==> config.mk <==
export PLATFORM = sky130hd
export DESIGN_NAME = mii_tx_mac
export DESIGN_NICKNAME = d
export VERILOG_FILES = /design/src/rtl/mii_pkg.sv /design/src/rtl/mii_crc32_nib.sv /design/src/rtl/mii_tx_mac.sv
export SDC_FILE = /design/constraint.sdc
export NUM_CORES = 1
export LEC_CHECK = 0
export BUFFER_PORTS_ARGS = -buffer_cell sky130_fd_sc_hd__buf_2
export CAP_MARGIN = 5
export CORE_ASPECT_RATIO = 0.5
export CORE_MARGIN = 5
export CORE_UTILIZATION = 45
export CTS_CLUSTER_DIAMETER = 50
export DETAILED_ROUTE_END_ITERATION = 8
export SETUP_SLACK_MARGIN = 0.5
export SYNTH_ARGS = -nofsm -noshare
export SYNTH_HDL_FRONTEND = slang
export SYNTH_HIERARCHICAL = 1
export SYNTH_SLANG_ARGS = --single-unit
==> constraint.sdc <==
create_clock -name sig_MII_TX_CLK -period 4.3 [get_ports sig_MII_TX_CLK]
set_input_delay 0.215 -clock sig_MII_TX_CLK [delete_from_list [all_inputs] [get_ports sig_MII_TX_CLK]]
set_output_delay 0.215 -clock sig_MII_TX_CLK [all_outputs]
set_load 0.005 [all_outputs]
==> src/rtl/mii_pkg.sv <==
// Shared types and constants for the MII transmit MAC and its CRC helper.
// The ABORT state only exists when MII_TX_UNDERRUN_ER_EN is defined.
package mii_pkg;

  typedef enum logic [3:0] {
    IDLE,
    PRE,
    SFD,
    DLO,
    DHI,
    PAD_LO,
    PAD_HI,
    FCS,
`ifdef MII_TX_UNDERRUN_ER_EN
    ABORT,
`endif
    IFG
  } tx_state_e;

  localparam logic [3:0]  PREAMBLE_NIBBLE = 4'h5;
  localparam logic [3:0]  SFD_NIBBLE      = 4'hD;
  localparam logic [31:0] CRC_POLY        = 32'hEDB88320;
  localparam logic [31:0] CRC_INIT        = 32'hFFFFFFFF;

  function automatic logic [15:0] sat_inc16(input logic [15:0] v);
    return (v == 16'hFFFF) ? v : v + 16'd1;
  endfunction

endpackage

==> src/rtl/mii_crc32_nib.sv <==
// One-nibble step of the reflected CRC-32; shared with the RX checker.
module mii_crc32_nib
  import mii_pkg::*;
(
  input  logic [31:0] crc,
  input  logic [3:0]  nib,
  output logic [31:0] crc_next
);

  always_comb begin
    crc_next = crc ^ {28'd0, nib};
    for (int i = 0; i < 4; i++)
      crc_next = crc_next[0] ? ((crc_next >> 1) ^ CRC_POLY) : (crc_next >> 1);
  end

endmodule

==> src/rtl/mii_tx_mac.sv <==
// MII transmit MAC: preamble/SFD, zero padding, CRC-32 FCS and inter-frame gap.
// Define MII_TX_UNDERRUN_ER_EN to signal underruns on the wire with TX_ER.
module mii_tx_mac
  import mii_pkg::*;
#(
  parameter int PREAMBLE_NIB = 15,
  parameter int MIN_FRAME    = 60,
  parameter int IFG_NIB      = 24
) (
  input  logic        sig_MII_TX_CLK,
  input  logic        sig_RESET,
  input  logic [7:0]  sig_TX_DATA_IN,
  input  logic        sig_TX_VALID,
  input  logic        sig_TX_LAST,
  output logic        sig_TX_READY,
  output logic        sig_MII_TX_EN,
  output logic [3:0]  sig_MII_TX_DATA,
  output logic        sig_MII_TX_ER,
  output logic        sig_TX_DONE,
  output logic        sig_TX_UNDERRUN,
  output logic [15:0] sig_TX_BYTES
);

  localparam logic [7:0]  PRE_END = 8'(PREAMBLE_NIB);
  localparam logic [7:0]  IFG_END = 8'(IFG_NIB - 1);
  localparam logic [15:0] MIN_LEN = 16'(MIN_FRAME);

  tx_state_e   state;
  logic [7:0]  ncnt;
  logic [15:0] byte_cnt;
  logic [7:0]  byte_q;
  logic        last_q;
  logic [31:0] crc;
  logic [31:0] crc_upd;

  // CRC absorbs whatever nibble is on the wire this cycle
  mii_crc32_nib u_crc (
    .crc      (crc),
    .nib      (sig_MII_TX_DATA),
    .crc_next (crc_upd)
  );

`ifndef MII_TX_UNDERRUN_ER_EN
  assign sig_MII_TX_ER = 1'b0;
`endif

  always_ff @(posedge sig_MII_TX_CLK) begin
    if (sig_RESET) begin
      state           <= IFG;
      ncnt            <= '0;
      byte_cnt        <= '0;
      byte_q          <= '0;
      last_q          <= 1'b0;
      crc             <= CRC_INIT;
      sig_TX_READY    <= 1'b0;
      sig_MII_TX_EN   <= 1'b0;
      sig_MII_TX_DATA <= '0;
      sig_TX_DONE     <= 1'b0;
      sig_TX_UNDERRUN <= 1'b0;
      sig_TX_BYTES    <= '0;
`ifdef MII_TX_UNDERRUN_ER_EN
      sig_MII_TX_ER   <= 1'b0;
`endif
    end else begin
      sig_TX_DONE     <= 1'b0;
      sig_TX_UNDERRUN <= 1'b0;
      case (state)
        IDLE: if (sig_TX_VALID && sig_TX_READY) begin
          byte_q          <= sig_TX_DATA_IN;
          last_q          <= sig_TX_LAST;
          byte_cnt        <= 16'd1;
          crc             <= CRC_INIT;
          ncnt            <= 8'd1;
          sig_TX_READY    <= 1'b0;
          sig_MII_TX_EN   <= 1'b1;
          sig_MII_TX_DATA <= PREAMBLE_NIBBLE;
          state           <= PRE;
        end
        PRE: begin
          if (ncnt == PRE_END) begin
            sig_MII_TX_DATA <= SFD_NIBBLE;
            state           <= SFD;
          end else begin
            ncnt <= ncnt + 8'd1;
          end
        end
        SFD: begin
          sig_MII_TX_DATA <= byte_q[3:0];
          state           <= DLO;
        end
        DLO: begin
          crc             <= crc_upd;
          sig_MII_TX_DATA <= byte_q[7:4];
          sig_TX_READY    <= !last_q;
          state           <= DHI;
        end
        DHI: begin
          crc          <= crc_upd;
          sig_TX_READY <= 1'b0;
          if (!last_q) begin
            if (sig_TX_VALID) begin
              byte_q          <= sig_TX_DATA_IN;
              last_q          <= sig_TX_LAST;
              byte_cnt        <= sat_inc16(byte_cnt);
              sig_MII_TX_DATA <= sig_TX_DATA_IN[3:0];
              state           <= DLO;
            end else begin
              sig_TX_UNDERRUN <= 1'b1;
              sig_MII_TX_DATA <= '0;
              ncnt            <= 8'd1;
`ifdef MII_TX_UNDERRUN_ER_EN
              sig_MII_TX_ER   <= 1'b1;
              state           <= ABORT;
`else
              sig_MII_TX_EN   <= 1'b0;
              state           <= IFG;
`endif
            end
          end else if (byte_cnt < MIN_LEN) begin
            byte_cnt        <= sat_inc16(byte_cnt);
            sig_MII_TX_DATA <= '0;
            state           <= PAD_LO;
          end else begin
            sig_MII_TX_DATA <= ~crc_upd[3:0];
            crc             <= {4'h0, ~crc_upd[31:4]};
            ncnt            <= 8'd1;
            state           <= FCS;
          end
        end
        PAD_LO: begin
          crc             <= crc_upd;
          sig_MII_TX_DATA <= '0;
          state           <= PAD_HI;
        end
        PAD_HI: begin
          crc <= crc_upd;
          if (byte_cnt < MIN_LEN) begin
            byte_cnt        <= sat_inc16(byte_cnt);
            sig_MII_TX_DATA <= '0;
            state           <= PAD_LO;
          end else begin
            sig_MII_TX_DATA <= ~crc_upd[3:0];
            crc             <= {4'h0, ~crc_upd[31:4]};
            ncnt            <= 8'd1;
            state           <= FCS;
          end
        end
        // crc now holds the remaining inverted FCS nibbles, shifted out LSB first
        FCS: begin
          if (ncnt == 8'd8) begin
            sig_MII_TX_EN   <= 1'b0;
            sig_MII_TX_DATA <= '0;
            ncnt            <= 8'd1;
            state           <= IFG;
          end else begin
            sig_MII_TX_DATA <= crc[3:0];
            crc             <= crc >> 4;
            ncnt            <= ncnt + 8'd1;
            if (ncnt == 8'd7) begin
              sig_TX_DONE  <= 1'b1;
              sig_TX_BYTES <= byte_cnt;
            end
          end
        end
`ifdef MII_TX_UNDERRUN_ER_EN
        ABORT: begin
          if (ncnt == 8'd2) begin
            sig_MII_TX_EN <= 1'b0;
            sig_MII_TX_ER <= 1'b0;
            ncnt          <= 8'd1;
            state         <= IFG;
          end else begin
            ncnt <= ncnt + 8'd1;
          end
        end
`endif
        // Frames re-enter with one gap nibble pre-counted: the IDLE cycle that
        // accepts the next byte is the final gap nibble. Reset starts from zero.
        IFG: begin
          if (ncnt >= IFG_END) begin
            sig_TX_READY <= 1'b1;
            state        <= IDLE;
          end else begin
            ncnt <= ncnt + 8'd1;
          end
        end
        default: state <= IFG;
      endcase
    end
  end

endmodule

Yosys cells after proc, flatten, opt, wreduce, memory -nomap -nowiden
Index checks and enable logic that the tools add are counted.
- bits in registers: 93
- bits in latches: 0
- RAM bits: 0
- memories: 0
- ROM bits: 0
- output and inout port bits: 25
- word-level logic and storage cells: 129
- bitwise gates (word level): 10
- reductions and logical operators: 23
- add/sub/neg operators: 2
- $lt $le $gt $ge: 2
- shift-type cells: 0
- multipliers: 0
- multiplexer cells: 56
- divide/modulo/power cells: 0
- equality and inequality tests: 24
- operators by type and width (cell ; count):
    $mux W32 ; 8
    $pmux W32 S5 ; 1
    $mux W16 ; 5
    $mux W8 ; 10
    $not A13 Y14 ; 4
    $mux W4 ; 12
    $pmux W16 S3 ; 1
    $pmux W8 S6 ; 1
    $pmux W4 S9 ; 1
    $pmux W4 S8 ; 1
    $xor A32 B4 Y32 ; 1
    $not A28 Y28 ; 1
    $ne A2 B2 Y1 const B ; 10
    $add A16 B1 Y16 const B ; 1
    $eq A16 B16 Y1 const B ; 1
    $eq A4 B3 Y1 const B ; 4
    $eq A8 B4 Y1 const B ; 2
    $lt A16 B6 Y1 const B ; 1
    $pmux W8 S2 ; 1
    $reduce_and A3 Y1 ; 5
    $mux W1 ; 11
    $reduce_and A5 Y1 ; 2
    $add A8 B1 Y8 const B ; 1
    $eq A4 B2 Y1 const B ; 2
    24 further kinds ; 30

Longest topological paths before layout
Gate-level depths: netlist (run 1).
- word-level depth: 13
- depth in mapped cells: 9
- depth with buffers taken out: 7

Hierarchy
The synthesis (run 1) kept the hierarchy.
- modules (own cells, without submodules) (module ; cells each ; area an instance (µm²) ; seq. area each (µm²) ; times used):
    mii_tx_mac ; 613 ; 5162.5 ; 1861.8 ; 1
    mii_crc32_nib ; 52 ; 813.3 ; 0.0 ; 1

Worst setup path before layout (run 1)
No wires, ideal clock.
- kind: register -> register
- start point: register ncnt[0]
- end point: register crc[15]
- stages on the path, launching flop included: 10
- arrival: 1896 ps
- clock period less this slack: 2018 ps
- required time: 4178 ps
- library setup time: 122 ps
- slack: 2282 ps
- buffers on the path: 2
- cell sequence: dfxtp_1 > inv_1 > ha_1 > and3b_1 > a211o_1 > buf_2 > clkbuf_1 > nor2_1 > o22ai_1 > a221o_1
- longest elaborated chain between the ends: 3
- RTL lines (element ; RTL line ; RTL):
    from (decl) ; mii_tx_mac.sv:29 ; logic [7:0] ncnt;
    from (signal assigned) ; mii_tx_mac.sv:84 ; ncnt <= ncnt + 8'd1;
    from (signal assigned) ; mii_tx_mac.sv:158 ; ncnt <= ncnt + 8'd1;
    from (signal assigned) ; mii_tx_mac.sv:184 ; ncnt <= ncnt + 8'd1;
    $eq A8 B4 Y1 ; mii_tx_mac.sv:150 ; if (ncnt == 8'd8) begin
    $ne A2 B2 Y1 (no line) ; - ;
    $reduce_and A3 Y1 (no line) ; - ;
    to (signal assigned) ; mii_tx_mac.sv:136 ; crc <= crc_upd;
    to (signal assigned) ; mii_tx_mac.sv:143 ; crc <= {4'h0, ~crc_upd[31:4]};
    to (signal assigned) ; mii_tx_mac.sv:157 ; crc <= crc >> 4;
    to (decl) ; mii_tx_mac.sv:33 ; logic [31:0] crc;
Every way passes these cells.
A chain may end at the register's enable or synchronous reset.

Worst setup path after layout (run 1)
- start point: register state[1]
- end point: register crc[18]
- longest elaborated chain between the ends: 4
- elaborated cells between the ends (all ways): 12
- RTL lines (element ; RTL line ; RTL):
    from (decl) ; mii_tx_mac.sv:28 ; tx_state_e state;
    from (signal assigned) ; mii_tx_mac.sv:49 ; state <= IFG;
    from (signal assigned) ; mii_tx_mac.sv:77 ; state <= PRE;
    from (signal assigned) ; mii_tx_mac.sv:82 ; state <= SFD;
    $eq A4 B3 Y1 / $eq A4 B2 Y1 (equally long branches) ; mii_tx_mac.sv:67 ; case (state)
    $reduce_or A2 Y1 (no line) ; - ;
    $reduce_bool A5 Y1 (no line) ; - ;
    $reduce_and A3 Y1 (no line) ; - ;
    to (signal assigned) ; mii_tx_mac.sv:92 ; crc <= crc_upd;
    to (signal assigned) ; mii_tx_mac.sv:98 ; crc <= crc_upd;
    to (signal assigned) ; mii_tx_mac.sv:125 ; crc <= {4'h0, ~crc_upd[31:4]};
Parallel ways exist; a longest one is shown, timed or not.

==> reports/metrics.yaml, run 1 <==
route:
  drc: 0
  vias: 5185
  drt-pass1-iter-count: 8
  wire_per_inst_um: 18.9
  drt-initial-drc-count: 418
  antenna_left: 0
  via_per_inst: 6.18
  routed_wl_mm: 15.8
placement:
  dp_hpwl_mm: 10.4
  place_area_um2: 6130
  gp_congestion: 0.907
  portBuffers: 35
pwr:
  ir_drop_mv: 0.175
  power.density_nw_per_um2: 328
  total_leakage_power_uw: 0.00241
  p_total_uw: 2110
clocking:
  numCtsBuffers: 9
  cts_resized: 0
  clkSlewWorstSetupHoldPaths_ns: 0.07
  htree_levels: 3
  cts-root-buf: "clkbuf_16"
  clkLatencyLatePin_ns: 0.35
  cts_setup_buffers: 0
  cts.sinks: 93
  cts_tree: "done"
  holdBufCountCts: 0
  cts.path.max_buffers: 2
synth:
  syn-num-nets: 680
  yosysTopAreaCell: "dfxtp_1"
  async_reset_ff_frac: 0
  synthesis.area_um2: 5980
  ys_types: 86
  synthCells: 665
  seq_area_frac_synth: 0.312
  ys_ff_latch: 93
  synth_edf_count: 0
  yosysWarnings: 6
  synth_top_area_share: 0.312
  synth_area_leaders: "dfxtp_1, xnor3_1, nor2_1"
  synth_ff_type: "dfxtp_1"
  syn_area_per_cell_um2: 8.99
sta:
  min_period_over_period: 0.693
  slew_headroom: 0.201
  finClkSkew_ns: 0.0108
  hold_viol: 0
  final.setup.tns_ns: 0
  setup_viol: 0
  layout_min_cycle_time_ns: 2.98
  clock.fmax_mhz: 336
  finalMaxSlewViolations: 0
  worst_pin_slew_ns: 1.19
  rsz0062_at_grt: "no"
  hold_slack_ns: 0.0968
setup_path:
  required_ns: 4.60
  crit_arrival_ns: 3.28
  worstSetupEndpointType: "register"
  crit_fanout: 29
  critical_path_class: "reg -> reg"
  worst_setup_path_start_kind: "register"
grt:
  grt_usage: 0.201
  grt_max_degree: 49
  antenna_found_initial: 0
  grt_pass1_vias: 4949
  grt-ovfl-total: 0
  grt_first_pass_wirelength_mm: 26.1
layout:
  layout_common_cells: "dfxtp_1, nor2_1, nand2_1"
  synthToLayoutAreaGrowth_pct: 7.58
  post-route-util: 0.500
  regArea_um2: 1860
  multi_input_area_um2: 3770
  num-nets-final: 679
  layout_commonest_cell: "dfxtp_1"
  layout-drive-gt1-share: 0.127
  diodes: 0
  finalInstanceArea_um2: 6430
  nFillCells: 1218
floorplanning:
  die_w_um: 173
  io-pin-count: 37
  dieHeight_um: 91.5
  initial_core_util: 0.465
  core_um2: 12800
  die_area_um2: 15800
  placement_rows: 29
run:
  cap_violations: 0
run_status:
  outcome: "complete, no violations"
hold_path:
  min-delay-path-class: "in -> reg"
power by group:
group,internal (uW),switching [uW]
Combinational,128,205
Clock,468,356
Sequential,883,66.5
Total,1480,627
registers in the layout (all words and copies together) (netlist names):
| name | cells |
|---|---|
| byte_cnt | 16 |
| byte_q | 8 |
| crc | 32 |
| last_q | 1 |
| ncnt | 8 |
| sig_MII_TX_DATA | 4 |
| sig_MII_TX_EN | 1 |
| sig_TX_BYTES | 16 |
| sig_TX_DONE | 1 |
| sig_TX_READY | 1 |
| sig_TX_UNDERRUN | 1 |
| state | 4 |
Yosys cell counts, types with 4 or more instances:
master / number
dfxtp_1: 93
nor2_1: 75
nand2_1: 44
a21oi_1: 36
mux2i_1: 28
xnor3_1: 25
nand2b_1: 23
buf_2: 22
o21ai_0: 22
a221o_1: 20
o22ai_1: 20
clkbuf_1: 17
nand3_1: 15
xnor2_1: 14
inv_1: 13
buf_4: 12
nor3_1: 11
nor3b_1: 10
a31oi_1: 9
o211ai_1: 9
o22a_1: 9
nand4_1: 8
or3_1: 8
a311oi_1: 7
and3_1: 7
o31ai_1: 7
nor4_1: 6
a211oi_1: 5
o21a_1: 5
a2111oi_0: 4
a41oi_1: 4
final timing paths:
kind	start	to	slack [ns]	cells past startpoint
max	state[1]$_SDFFE_PP0P_	crc[18]$_SDFFE_PP1P_	1.32	5
min	sig_TX_DATA_IN[6]	byte_q[6]$_SDFFE_PP0P_	0.1	3
max reg2reg	state[1]$_SDFFE_PP0P_	crc[18]$_SDFFE_PP1P_	1.32	5
min reg2reg	sig_MII_TX_EN$_SDFFE_PP0P_	sig_MII_TX_EN$_SDFFE_PP0P_	0.48	2
area by class of cell:
class | instances | share of cell area
Clock inverter | 5 | 0.00934
Timing Repair Buffer | 42 | 0.0354
Inverter | 15 | 0.00876
Tap cell | 170 | 0.0331
Sequential cell | 93 | 0.290
Clock buffer | 11 | 0.0378
Multi-Input combinational cell | 503 | 0.586
logic make-up after synthesis:
kind of cell               Yosys count  share of synthesized area
muxes                               28                     0.0469
adders and majority gates            3                    0.00628
and+or+nand+nor                    235                      0.210
other                                1                   0.000628
AOI/OAI and AO/OA                  192                      0.237
xor gates and xnor gates            44                      0.129
buffers and inverters               69                     0.0580
DFF                                 93                      0.312
layer usage:
layer | track usage | vias to the layer above | wire, um
met2 | 0.327 | 199 | 7190
met1 | 0.278 | 2469 | 7470
met5 | 0 | - | 0
met3 | 0.0386 | 19 | 1000
li1 | - | 2498 | -
met4 | 0.0458 | 0 | 178
critical path, cell delays in order (launching register included):
cell	delay, ns
dfxtp_1	0.94
nor2_1	0.28
nor2_1	0.27
nand2_1	0.71
o211ai_1	0.51
o22a_1	0.19
metrics by stage:
step,instances,worst slack (ns)
after floorplan,665,2.28
after global placement,823,1.53
after detailed placement,823,1.47
after CTS,839,1.43
after global routing,839,1.11
final,839,1.32
Note: power is estimated with default switching activity, not from simulation.
==> inputs of run 2 (changes only) <==
Clock period 4.3 ns to 2.63 ns, I/O delays scaled along.
==> run 2 against run 1 <==
  * Clock skew decreased by 0.0029 ns
  * Final area increased by 5.7%
  * Critical path depth increased by 1
  * Global-route usage increased by 0.56 points
  * Sequential cell count unchanged
  * Cell count increased by 3.2%
  * Setup slack got worse by 0.75 ns
  * First-iteration DRC count decreased by 5.7%
  * Critical path type unchanged
==> reports/metrics.yaml, run 2 (synthesis results as in run 1) <==
setup_path:
  critical_path_class: "reg -> reg"
  r2r_slack_ns: 0.57  # -0.75 ns
  max_stage_delay_ns: 0.63  # -0.31 ns
  worstSetupEndpointType: "register"
  crit_fanout: 10  # -66%
  worst_setup_path_start_kind: "register"
  crit_arrival_ns: 2.29  # -0.99 ns
  cp_slowest_cell: "or4_4"
  required_ns: 2.86  # -1.74 ns
  path_cells: "or4_4 > nor2_4 > a221o_4 > buf_12 > nand2b_1 > a221o_1"
  cp_top_family: "simple AND/OR/NAND/NOR gates"
  rr_endpoint: "crc[26]$_SDFFE_PP1P_"
  reg2reg_depth: 6  # +1
  r2r_start: "ncnt[5]$_SDFFE_PP0P_"
  crit_buf_inv: 1  # +1
sta:
  slew_headroom: 0.573  # +0.372
  worst_pin_slew_ns: 0.637  # -0.558 ns
  setup_viol: 0  # unchanged
  hold_viol: 0  # unchanged
  final.setup.tns_ns: 0  # unchanged
  layout_setup_ws_ns: 0.567  # -0.754 ns
  finalMaxSlewViolations: 0  # unchanged
  layout_min_cycle_time_ns: 2.06  # -0.916 ns
  finClkSkew_ns: 0.00791  # -0.00288 ns
  clock.fmax_mhz: 485  # +44%
  min_period_over_period: 0.784  # +0.0915
  rsz0062_at_grt: "yes"
placement:
  dp_hpwl_mm: 11.0  # +5.9%
  portBuffers: 35  # unchanged
  gp_congestion: 0.864  # -4.7%
  dp_slack_ns: 0.372  # -1.10 ns
route:
  drt-pass1-iter-count: 5  # -3
  vias: 5281  # +1.9%
  via_per_inst: 6.10  # -1.3%
  drc: 0  # unchanged
  drt-initial-drc-count: 394  # -5.7%
  routed_wl_mm: 16.5  # +4.0%
  antenna_left: 0  # unchanged
  wire_per_inst_um: 19.0  # +0.75%
grt:
  grt_first_pass_wirelength_mm: 27.0  # +3.6%
  antenna_found_initial: 0  # unchanged
  grt-ovfl-total: 0  # unchanged
  grt_pass1_vias: 4995  # +0.93%
  grt_usage: 0.206  # +0.00556
  grt_max_degree: 42  # -14%
clocking:
  numCtsBuffers: 9  # unchanged
  clkLatencyLatePin_ns: 0.35  # about the same
  cts-root-buf: "clkbuf_16"
  clkSlewWorstSetupHoldPaths_ns: 0.07  # about the same
  cts.path.max_buffers: 2  # unchanged
  htree_levels: 3  # unchanged
  holdBufCountCts: 0  # unchanged
  cts.sinks: 93  # unchanged
  cts_tree: "done"
run_status:
  outcome: "complete, no violations"
floorplanning:
  core_um2: 12800  # unchanged
  die_area_um2: 15800  # unchanged
  initial_core_util: 0.465  # unchanged
  io-pin-count: 37  # unchanged
  placement_rows: 29  # unchanged
  die_w_um: 173  # unchanged
  dieHeight_um: 91.5  # unchanged
hold_path:
  hold_end: "byte_q[7]$_SDFFE_PP0P_"
  hold_start: "sig_TX_DATA_IN[7]"
  worstHoldPathCells: 3  # unchanged
  min-delay-path-class: "in -> reg"
layout:
  synthToLayoutAreaGrowth_pct: 13.7
  layout-drive-gt1-share: 0.184  # +0.0569
  layout_commonest_cell: "dfxtp_1"
  nFillCells: 1225  # +0.57%
  reg_top3: "crc (32), byte_cnt (16), sig_TX_BYTES (16)"
  diodes: 0  # unchanged
  layout_common_cells: "dfxtp_1, nor2_1, nand2_1"
  regMostFlops: "crc"
  num-nets-final: 706  # +4.0%
  post-route-util: 0.529  # +0.0286
  largest_register_ffs: 32  # unchanged
pwr:
  p_int_uw: 2540  # +72%
  comb_power_share: 0.172  # +0.014
  total_leakage_power_uw: 0.00263  # +9.1%
  clockPowerShare: 0.401  # +0.010
  power.density_nw_per_um2: 530  # +62%
  ir_drop_mv: 0.413  # +140%
  switching_share: 0.294  # -0.00393
  power_frac_seq: 0.427  # -0.024
  p_switching_uw: 1060  # +69%
run:
  cap_violations: 0  # unchanged
## run 2: area by class of cell
class,instances,area (um2),area share
repair buffers,69,479,0.0705
multi-input cells,503,3860,0.568
flip-flops and latches,93,1870,0.274
clock inverters,6,86.3,0.0127
clock buffers,10,239,0.0352
well taps,170,213,0.0313
inverters,15,56.3,0.00828
## run 2: how the worst max path moves through the flow
stage,start,end,slack [ns],depth (start not counted)
after global routing,byte_cnt[8]$_SDFFE_PP0P_,byte_cnt[13]$_SDFFE_PP0P_,0.49,4
final,ncnt[5]$_SDFFE_PP0P_,crc[26]$_SDFFE_PP1P_,0.57,6
after floorplan,ncnt[0]$_SDFFE_PP0P_,crc[15]$_SDFFE_PP1P_,0.61,9
after global placement,crc[2]$_SDFFE_PP1P_,crc[20]$_SDFFE_PP1P_,0.39,3
after CTS,state[1]$_SDFFE_PP0P_,sig_MII_TX_DATA[0]$_SDFFE_PP0P_,0.50,6
after detailed placement,crc[2]$_SDFFE_PP1P_,crc[20]$_SDFFE_PP1P_,0.37,3
## run 2: metrics by stage
step	hold slack [ns]	instance area, um2	total power, uW	std cells
CTS	0.0129	6710	3600	864
global placement	0.361	6300	2150	845
global route	0.0218	6800	3760	866
finish	0.0187	6800	3600	866
detailed placement	0.379	6300	2150	845
floorplan	0.268	5980	1970	665
## run 2: routing by layer
layer  part of all wire  global-route usage  up-vias
li1                   -                   -     2549
met1               0.48               0.290     2563
met2               0.46               0.330      153
met3              0.052              0.0407       16
met4             0.0086              0.0491        0
met5                  0                   0        -
## run 2: worst min-delay path, stage by stage
cell and delay [ns]:
buf_2 0.08, mux2i_1 0.05, nor2_1 0.07
## run 2: repair_timing
| action | CTS | global route |
|---|---|---|
| resized for setup | 8 | 20 |
| setup endpoints to repair | 33 | 84 |
| hold endpoints to repair | 0 | 0 |
| pin swaps | 2 | 3 |
| setup buffers | 3 | 2 |
## run 2: power groups by stage
stage,sequential (uW),combinational [uW],clock (uW)
floorplan,1510,460,0
global placement,1560,589,0
detailed placement,1560,587,0
CTS,1530,596,1480
global route,1550,675,1540
finish,1540,619,1450
